--- src/rtl/adc_capture_ctrl_if.sv ---
// ADC parallel-bus pins: conversion start, busy handshake, chip select, read strobe, data.
interface adc_capture_ctrl_if;
    localparam int unsigned DB_W = 14;

    logic            ADC_O_convst_n;
    logic            ADC_I_busy;
    logic            ADC_O_cs_n;
    logic            ADC_O_rd_n;
    logic [DB_W-1:0] ADC_I_db;

    // Controller side drives the strobes and samples busy/data.
    modport master (
        output ADC_O_convst_n,
        output ADC_O_cs_n,
        output ADC_O_rd_n,
        input  ADC_I_busy,
        input  ADC_I_db
    );

    // ADC (or its model) side.
    modport slave (
        input  ADC_O_convst_n,
        input  ADC_O_cs_n,
        input  ADC_O_rd_n,
        output ADC_I_busy,
        output ADC_I_db
    );
endinterface

--- src/rtl/adc_capture_ctrl.sv ---
// Paces a simultaneous-sampling parallel ADC: periodic convst, busy handshake,
// then sequential channel reads emitted as tagged one-cycle data strobes.
module adc_capture_ctrl #(
    parameter int unsigned NUM_CH       = 4,
    parameter int unsigned SAMPLE_DIV   = 400,
    parameter int unsigned CONVST_LEN   = 2,
    parameter int unsigned RD_LOW       = 3,
    parameter int unsigned RD_GAP       = 2,
    parameter int unsigned BUSY_TIMEOUT = 64
) (
    input  logic               ADC_I_clk,
    input  logic               I_rst_n,
    input  logic               I_enable,
    adc_capture_ctrl_if.master adc,
    output logic               O_dataValid,
    output logic [15:0]        O_data,
    output logic               O_overrun,
    output logic               O_timeout,
    output logic               O_frameDone
);
    localparam int unsigned CH_W     = 2;
    localparam int unsigned TICK_W   = (SAMPLE_DIV > 1) ? $clog2(SAMPLE_DIV) : 1;
    localparam int unsigned PH_MAX_A = (CONVST_LEN > RD_LOW) ? CONVST_LEN : RD_LOW;
    localparam int unsigned PH_MAX   = (PH_MAX_A > RD_GAP) ? PH_MAX_A : RD_GAP;
    localparam int unsigned PH_W     = $clog2(PH_MAX + 1);
    localparam int unsigned TMO_W    = $clog2(BUSY_TIMEOUT + 1);

    typedef enum logic [2:0] {
        ST_IDLE,
        ST_CONVST,
        ST_WAIT_BHI,
        ST_WAIT_BLO,
        ST_RD_LO,
        ST_RD_HI
    } state_t;

    state_t            state;
    logic [TICK_W-1:0] tick_cnt;
    logic [PH_W-1:0]   ph_cnt;
    logic [TMO_W-1:0]  tmo_cnt;
    logic [CH_W-1:0]   ch;
    logic              busy_meta;
    logic              busy_sync;
    logic              tick_c;
    logic              tmo_expired_c;

    assign tick_c        = I_enable && (tick_cnt == TICK_W'(SAMPLE_DIV - 1));
    assign tmo_expired_c = (tmo_cnt == TMO_W'(BUSY_TIMEOUT - 1));

    // Two-flop synchronizer for the asynchronous busy pin.
    always_ff @(posedge ADC_I_clk) begin
        if (!I_rst_n) begin
            busy_meta <= 1'b0;
            busy_sync <= 1'b0;
        end else begin
            busy_meta <= adc.ADC_I_busy;
            busy_sync <= busy_meta;
        end
    end

    // Sample-period counter; parked at zero while sampling is disabled.
    always_ff @(posedge ADC_I_clk) begin
        if (!I_rst_n) begin
            tick_cnt <= '0;
        end else if (!I_enable || tick_c) begin
            tick_cnt <= '0;
        end else begin
            tick_cnt <= tick_cnt + TICK_W'(1);
        end
    end

    // Conversion/read sequencer with registered ADC strobes and result outputs.
    always_ff @(posedge ADC_I_clk) begin
        if (!I_rst_n) begin
            state              <= ST_IDLE;
            ph_cnt             <= '0;
            tmo_cnt            <= '0;
            ch                 <= '0;
            adc.ADC_O_convst_n <= 1'b1;
            adc.ADC_O_cs_n     <= 1'b1;
            adc.ADC_O_rd_n     <= 1'b1;
            O_dataValid        <= 1'b0;
            O_data             <= '0;
            O_overrun          <= 1'b0;
            O_timeout          <= 1'b0;
            O_frameDone        <= 1'b0;
        end else begin
            O_dataValid <= 1'b0;
            O_frameDone <= 1'b0;

            // A tick can only start a frame from IDLE; anywhere else it is lost.
            if (tick_c && (state != ST_IDLE)) begin
                O_overrun <= 1'b1;
            end

            unique case (state)
                ST_IDLE: begin
                    if (tick_c) begin
                        ph_cnt             <= '0;
                        adc.ADC_O_convst_n <= 1'b0;
                        state              <= ST_CONVST;
                    end
                end
                ST_CONVST: begin
                    if (ph_cnt == PH_W'(CONVST_LEN - 1)) begin
                        adc.ADC_O_convst_n <= 1'b1;
                        tmo_cnt            <= '0;
                        state              <= ST_WAIT_BHI;
                    end else begin
                        ph_cnt <= ph_cnt + PH_W'(1);
                    end
                end
                ST_WAIT_BHI: begin
                    if (busy_sync) begin
                        tmo_cnt <= '0;
                        state   <= ST_WAIT_BLO;
                    end else if (tmo_expired_c) begin
                        O_timeout          <= 1'b1;
                        adc.ADC_O_convst_n <= 1'b1;
                        adc.ADC_O_cs_n     <= 1'b1;
                        adc.ADC_O_rd_n     <= 1'b1;
                        state              <= ST_IDLE;
                    end else begin
                        tmo_cnt <= tmo_cnt + TMO_W'(1);
                    end
                end
                ST_WAIT_BLO: begin
                    if (!busy_sync) begin
                        adc.ADC_O_cs_n <= 1'b0;
                        adc.ADC_O_rd_n <= 1'b0;
                        ch             <= '0;
                        ph_cnt         <= '0;
                        state          <= ST_RD_LO;
                    end else if (tmo_expired_c) begin
                        O_timeout          <= 1'b1;
                        adc.ADC_O_convst_n <= 1'b1;
                        adc.ADC_O_cs_n     <= 1'b1;
                        adc.ADC_O_rd_n     <= 1'b1;
                        state              <= ST_IDLE;
                    end else begin
                        tmo_cnt <= tmo_cnt + TMO_W'(1);
                    end
                end
                ST_RD_LO: begin
                    // Data bus is sampled at the end of the last rd_n-low cycle.
                    if (ph_cnt == PH_W'(RD_LOW - 1)) begin
                        adc.ADC_O_rd_n <= 1'b1;
                        O_dataValid    <= 1'b1;
                        O_data         <= {ch, adc.ADC_I_db};
                        ph_cnt         <= '0;
                        state          <= ST_RD_HI;
                    end else begin
                        ph_cnt <= ph_cnt + PH_W'(1);
                    end
                end
                ST_RD_HI: begin
                    if (ph_cnt == PH_W'(RD_GAP - 1)) begin
                        ph_cnt <= '0;
                        if (ch != CH_W'(NUM_CH - 1)) begin
                            ch             <= ch + CH_W'(1);
                            adc.ADC_O_rd_n <= 1'b0;
                            state          <= ST_RD_LO;
                        end else begin
                            adc.ADC_O_cs_n <= 1'b1;
                            O_frameDone    <= 1'b1;
                            state          <= ST_IDLE;
                        end
                    end else begin
                        ph_cnt <= ph_cnt + PH_W'(1);
                    end
                end
                default: begin
                    state <= ST_IDLE;
                end
            endcase
        end
    end
endmodule

--- src/flat_wrapper.sv ---
// flat-port wrapper written by rule: the top's interface ports become plain ports
module adc_capture_ctrl_flat 
#(
    parameter int unsigned NUM_CH       = 4,
    parameter int unsigned SAMPLE_DIV   = 400,
    parameter int unsigned CONVST_LEN   = 2,
    parameter int unsigned RD_LOW       = 3,
    parameter int unsigned RD_GAP       = 2,
    parameter int unsigned BUSY_TIMEOUT = 64
)
  (ADC_I_clk, I_rst_n, I_enable, O_dataValid, O_data, O_overrun, O_timeout, O_frameDone, adc_ADC_O_convst_n, adc_ADC_O_cs_n, adc_ADC_O_rd_n, adc_ADC_I_busy, adc_ADC_I_db);
  adc_capture_ctrl_if adc_i ();
  input  logic ADC_I_clk;
  input  logic I_rst_n;
  input  logic I_enable;
  output logic O_dataValid;
  output logic [15:0] O_data;
  output logic O_overrun;
  output logic O_timeout;
  output logic O_frameDone;
  output wire logic [$bits(adc_i.ADC_O_convst_n)-1:0] adc_ADC_O_convst_n;
  output wire logic [$bits(adc_i.ADC_O_cs_n)-1:0] adc_ADC_O_cs_n;
  output wire logic [$bits(adc_i.ADC_O_rd_n)-1:0] adc_ADC_O_rd_n;
  input wire logic [$bits(adc_i.ADC_I_busy)-1:0] adc_ADC_I_busy;
  input wire logic [$bits(adc_i.ADC_I_db)-1:0] adc_ADC_I_db;
  assign adc_ADC_O_convst_n = adc_i.ADC_O_convst_n;
  assign adc_ADC_O_cs_n = adc_i.ADC_O_cs_n;
  assign adc_ADC_O_rd_n = adc_i.ADC_O_rd_n;
  assign adc_i.ADC_I_busy = adc_ADC_I_busy;
  assign adc_i.ADC_I_db = adc_ADC_I_db;
  adc_capture_ctrl #(.NUM_CH(NUM_CH), .SAMPLE_DIV(SAMPLE_DIV), .CONVST_LEN(CONVST_LEN), .RD_LOW(RD_LOW), .RD_GAP(RD_GAP), .BUSY_TIMEOUT(BUSY_TIMEOUT)) u_core (.ADC_I_clk(ADC_I_clk), .I_rst_n(I_rst_n), .I_enable(I_enable), .adc(adc_i), .O_dataValid(O_dataValid), .O_data(O_data), .O_overrun(O_overrun), .O_timeout(O_timeout), .O_frameDone(O_frameDone));
endmodule
--- config.mk ---
export PLATFORM = sky130hd
export DESIGN_NAME = adc_capture_ctrl_flat
export DESIGN_NICKNAME = d
export VERILOG_FILES = /design/src/rtl/adc_capture_ctrl_if.sv /design/src/rtl/adc_capture_ctrl.sv /design/src/flat_wrapper.sv
export SDC_FILE = /design/constraint.sdc
export NUM_CORES = 1
export LEC_CHECK = 0
export ABC_AREA = 1
export CAP_MARGIN = 25
export CORE_ASPECT_RATIO = 1.25
export CORE_UTILIZATION = 50
export DETAILED_ROUTE_END_ITERATION = 7
export DONT_BUFFER_PORTS = 1
export REMOVE_ABC_BUFFERS = 1
export SLEW_MARGIN = 20
export SYNTH_ARGS = -nofsm -noshare
export SYNTH_HDL_FRONTEND = slang
export SYNTH_SLANG_ARGS = --single-unit
--- constraint.sdc ---
create_clock -name ADC_I_clk -period 1.8 [get_ports ADC_I_clk]
set_input_delay 0.36 -clock ADC_I_clk [delete_from_list [all_inputs] [get_ports ADC_I_clk]]
set_output_delay 0.36 -clock ADC_I_clk [all_outputs]
set_load 0.01 [all_outputs]
==> out/metrics.yaml <==
rsz0062_at_grt: "false"
grt_max_degree: 29
die_h_um: 77.0
synth_edf_count: 0
switching_share_pct: 27.8
antenna_found_initial: 0
yosysTopAreaCellShare_pct: 42.8
r2r_slack_ns: 0.24
num-nets-final: 351
post_drt_wl_per_cell_um: 12.1
cts_tree: "yes"
cp_top_family: "simple AND/OR/NAND/NOR gates"
core_area_um2: 4200
grtUsageTotal_pct: 21.1
period_minus_slack_ns: 1.56
area_growth_pct: 7.79
hold_path_class: "in2reg"
synthTopCellsByArea: "dfxtp_1 (43%), nand2_1 (13%), nand3_1 (8.7%)"
combPwrFrac_pct: 13.5
cts.path.max_buffers: 2
r2r_start: "u_core.tick_cnt[0]$_SDFF_PP0_"
synth_top_area_cell: "dfxtp_1"
slowest_delay_ns: 0.38
clock-sinks: 48
hold_viol: 0
ant_nets: 0
vias_per_cell: 5.22
clockRootBuffer: "clkbuf_8"
postCtsSetupBuffers: 0
drt-pass1-iter-count: 4
fin_crit_sh_pct: 86.8
ys_ff_latch: 48
pin_count: 41
critPathMaxFanout: 7
crit_chain: "ha_1 > nand3_1 > nor2_1 > nand3_1 > nand2_2 > nand2_1 > inv_1 > nand2_1 > nand2_1 > nor2_1"
htreeDepth: 2
gp_congestion: 0.861
start_util_pct: 53.5
ys_types: 29
design_power_total_mw: 2.08
p_int_mw: 1.50
postCtsHoldBufs: 0
final_layout_size_suffix_gt1_share_pct: 6.73
numCtsBuffers: 5
syn_area_um2: 2250
holdPathStages: 1
end_kind: "register"
place_hpwl_um: 3410
finClkSkew_ns: 0.00773
ys_dominant_reg_cell: "dfxtp_1"
clk_latency_ns: 0.30
antenna_cells: 0
grt-ovfl-total: 0
drtIter0Drc: 90
r2r_cells: 10
cp-start-kind: "register"
vias: 1998
fin_cells: 383
die_w_um: 62.0
hold_start: "I_rst_n"
die-area_um2: 4770
async_flop_share_pct: 0
seq_power_share_pct: 54.5
place_ws_ns: 0.190
p_sw_uw: 577
grt_pass1_wl_um: 7730
worst_pin_slew_ns: 0.485
routed_wl_um: 4630
report.final.slew_viol_count: 0
setup_ws_ns: 0.238
slowest_stage: "dfxtp_1"
fin_tns_setup_ns: 0
clk_pin_slew_ns: 0.09
rr_endpoint: "u_core.ph_cnt[1]$_SDFFE_PN0P_"
ir_worst_vdd_mv: 0.515
finalSetupViolations: 0
crit_required_ns: 2.00
grt_pass1_vias: 1827
maxCapViolCount: 0
row_count: 26
ys_warn_count: 0
clock.fmax_ghz: 0.640
synth_cells: 321
drc: 0
outcome: "completed"
syn_area_per_cell_um2: 7.00
yosysSeqAreaShare_pct: 42.8
path_class: "reg2reg"
leakagePower_nw: 0.944
relSlewSlack_pct: 67.6
cp_common_cell: "nand2_1"
arrival_ns: 1.76
portBuffers: 0
p_per_area_nw_per_um2: 858
holdPathEnd: "u_core.adc.ADC_O_rd_n$_SDFFE_PN1P_"
power_frac_clock_pct: 32.0
dpl.cell_count: 375
worst-path-buf-inv: 1
-- through the flow --
step,area (um2),hold WS (ns),utilization [%]
after floorplan,2210,0.390,-
after global placement,2330,0.414,55.4
after detailed placement,2330,0.415,55.4
after CTS,2420,0.143,57.7
after global routing,2420,0.143,57.7
final,2420,0.149,57.7
-- sequential cells by signal, summed over array words and instances, names as in the netlist, 2 cells and up --
register and cells:
u_core.O_data 16, u_core.tick_cnt 9, u_core.tmo_cnt 7, u_core.state 3, u_core.ch 2, u_core.ph_cnt 2
-- placed cells by master, fill, tap and decap left out --
| cell | instances |
|---|---|
| nand2_1 | 79 |
| dfxtp_1 | 48 |
| nor2_1 | 39 |
| nand3_1 | 39 |
| a21oi_1 | 34 |
| inv_1 | 29 |
| o21ai_0 | 9 |
| ha_1 | 7 |
| nand4_1 | 6 |
| clkbuf_8 | 6 |
| buf_4 | 6 |
| nand2_2 | 3 |
| inv_2 | 2 |
| nor3b_1 | 2 |
| nor3_1 | 2 |
| o21a_1 | 2 |
| a31oi_1 | 2 |
| nand2_4 | 1 |
| nand3b_1 | 1 |
| nor2_2 | 1 |
| nand3_4 | 1 |
| nor2_4 | 1 |
| clkinv_1 | 1 |
| o22ai_1 | 1 |
| xnor2_1 | 1 |
| o21bai_1 | 1 |
| or3_1 | 1 |
| clkbuf_1 | 1 |
| clkinvlp_4 | 1 |
-- worst reg2reg max path, cell delays in order, from the launching register on --
cell and delay, ns:
dfxtp_1 0.38, ha_1 0.21, nand3_1 0.13, nor2_1 0.19, nand3_1 0.13, nand2_2 0.14, nand2_1 0.08, inv_1 0.07
nand2_1 0.05, nand2_1 0.05, nor2_1 0.04
-- synth_stat cells, types with 3 or more instances --
cell type   n
ha_1        7
clkbuf_1    3
a21oi_1    34
dfxtp_1    48
nand4_1     6
nand2_1    80
nor2_1     39
o21ai_0     9
inv_1      29
nand3_1    39
-- power by group through the flow --
stage,Clock (mW),Combinational (mW),Sequential [mW]
after floorplan,0,0.219,1.15
final,0.664,0.281,1.13
after global placement,0,0.280,1.16
after CTS,0.686,0.281,1.13
after detailed placement,0,0.279,1.16
after global routing,0.722,0.325,1.14
-- what timing repair did --
action	4_1_cts	5_1_grt
gates resized for setup	0	1
endpoints found under the setup margin	0	2
hold endpoints to repair	0	0
-- layout make-up --
type / instances / area [um2]
multi-input cells: 233 / 1130
fillers: 404 / 1770
clock inverters: 1 / 7.51
well taps: 56 / 70.1
flip-flops and latches: 48 / 961
repair buffers: 6 / 45.0
clock buffers: 7 / 86.3
inverters: 32 / 120
-- layer usage --
layer | vias to the layer above | routed length, um | part of all wire [%] | global-route usage [%]
met5 | - | 0 | 0 | 0
met4 | 0 | 48 | 1.0 | 6.00
met3 | 5 | 259 | 5.6 | 5.73
met2 | 47 | 2200 | 47 | 34.0
met1 | 891 | 2120 | 46 | 26.6
li1 | 1055 | - | - | -
-- cells by family after synthesis --
| family | synth area share [%] |
|---|---|
| AND/OR/NAND/NOR | 34.6 |
| AO/OA/AOI/OAI | 11.4 |
| flip-flops | 42.8 |
| buffers and inverters | 6.96 |
| adder cells (fa/ha/maj) | 3.90 |
| XOR/XNOR | 0.390 |
-- how the worst max path moves through the flow --
stage                                       start                            end  slack (ns)  cells after the start
finish              u_core.tick_cnt[0]$_SDFF_PP0_  u_core.ph_cnt[1]$_SDFFE_PN0P_        0.24                     10
global route        u_core.tick_cnt[0]$_SDFF_PP0_  u_core.ph_cnt[1]$_SDFFE_PN0P_        0.01                     10
CTS                 u_core.tick_cnt[0]$_SDFF_PP0_  u_core.ph_cnt[1]$_SDFFE_PN0P_        0.17                     10
detailed placement  u_core.tick_cnt[0]$_SDFF_PP0_  u_core.ph_cnt[1]$_SDFFE_PN0P_        0.19                     10
global placement    u_core.tick_cnt[0]$_SDFF_PP0_  u_core.ph_cnt[1]$_SDFFE_PN0P_        0.25                     10
floorplan            u_core.state[1]$_SDFFE_PN0P_  u_core.O_data[0]$_SDFFE_PN0P_       -0.14                      6
No activity file was read; power rests on OpenSTA's default activity.
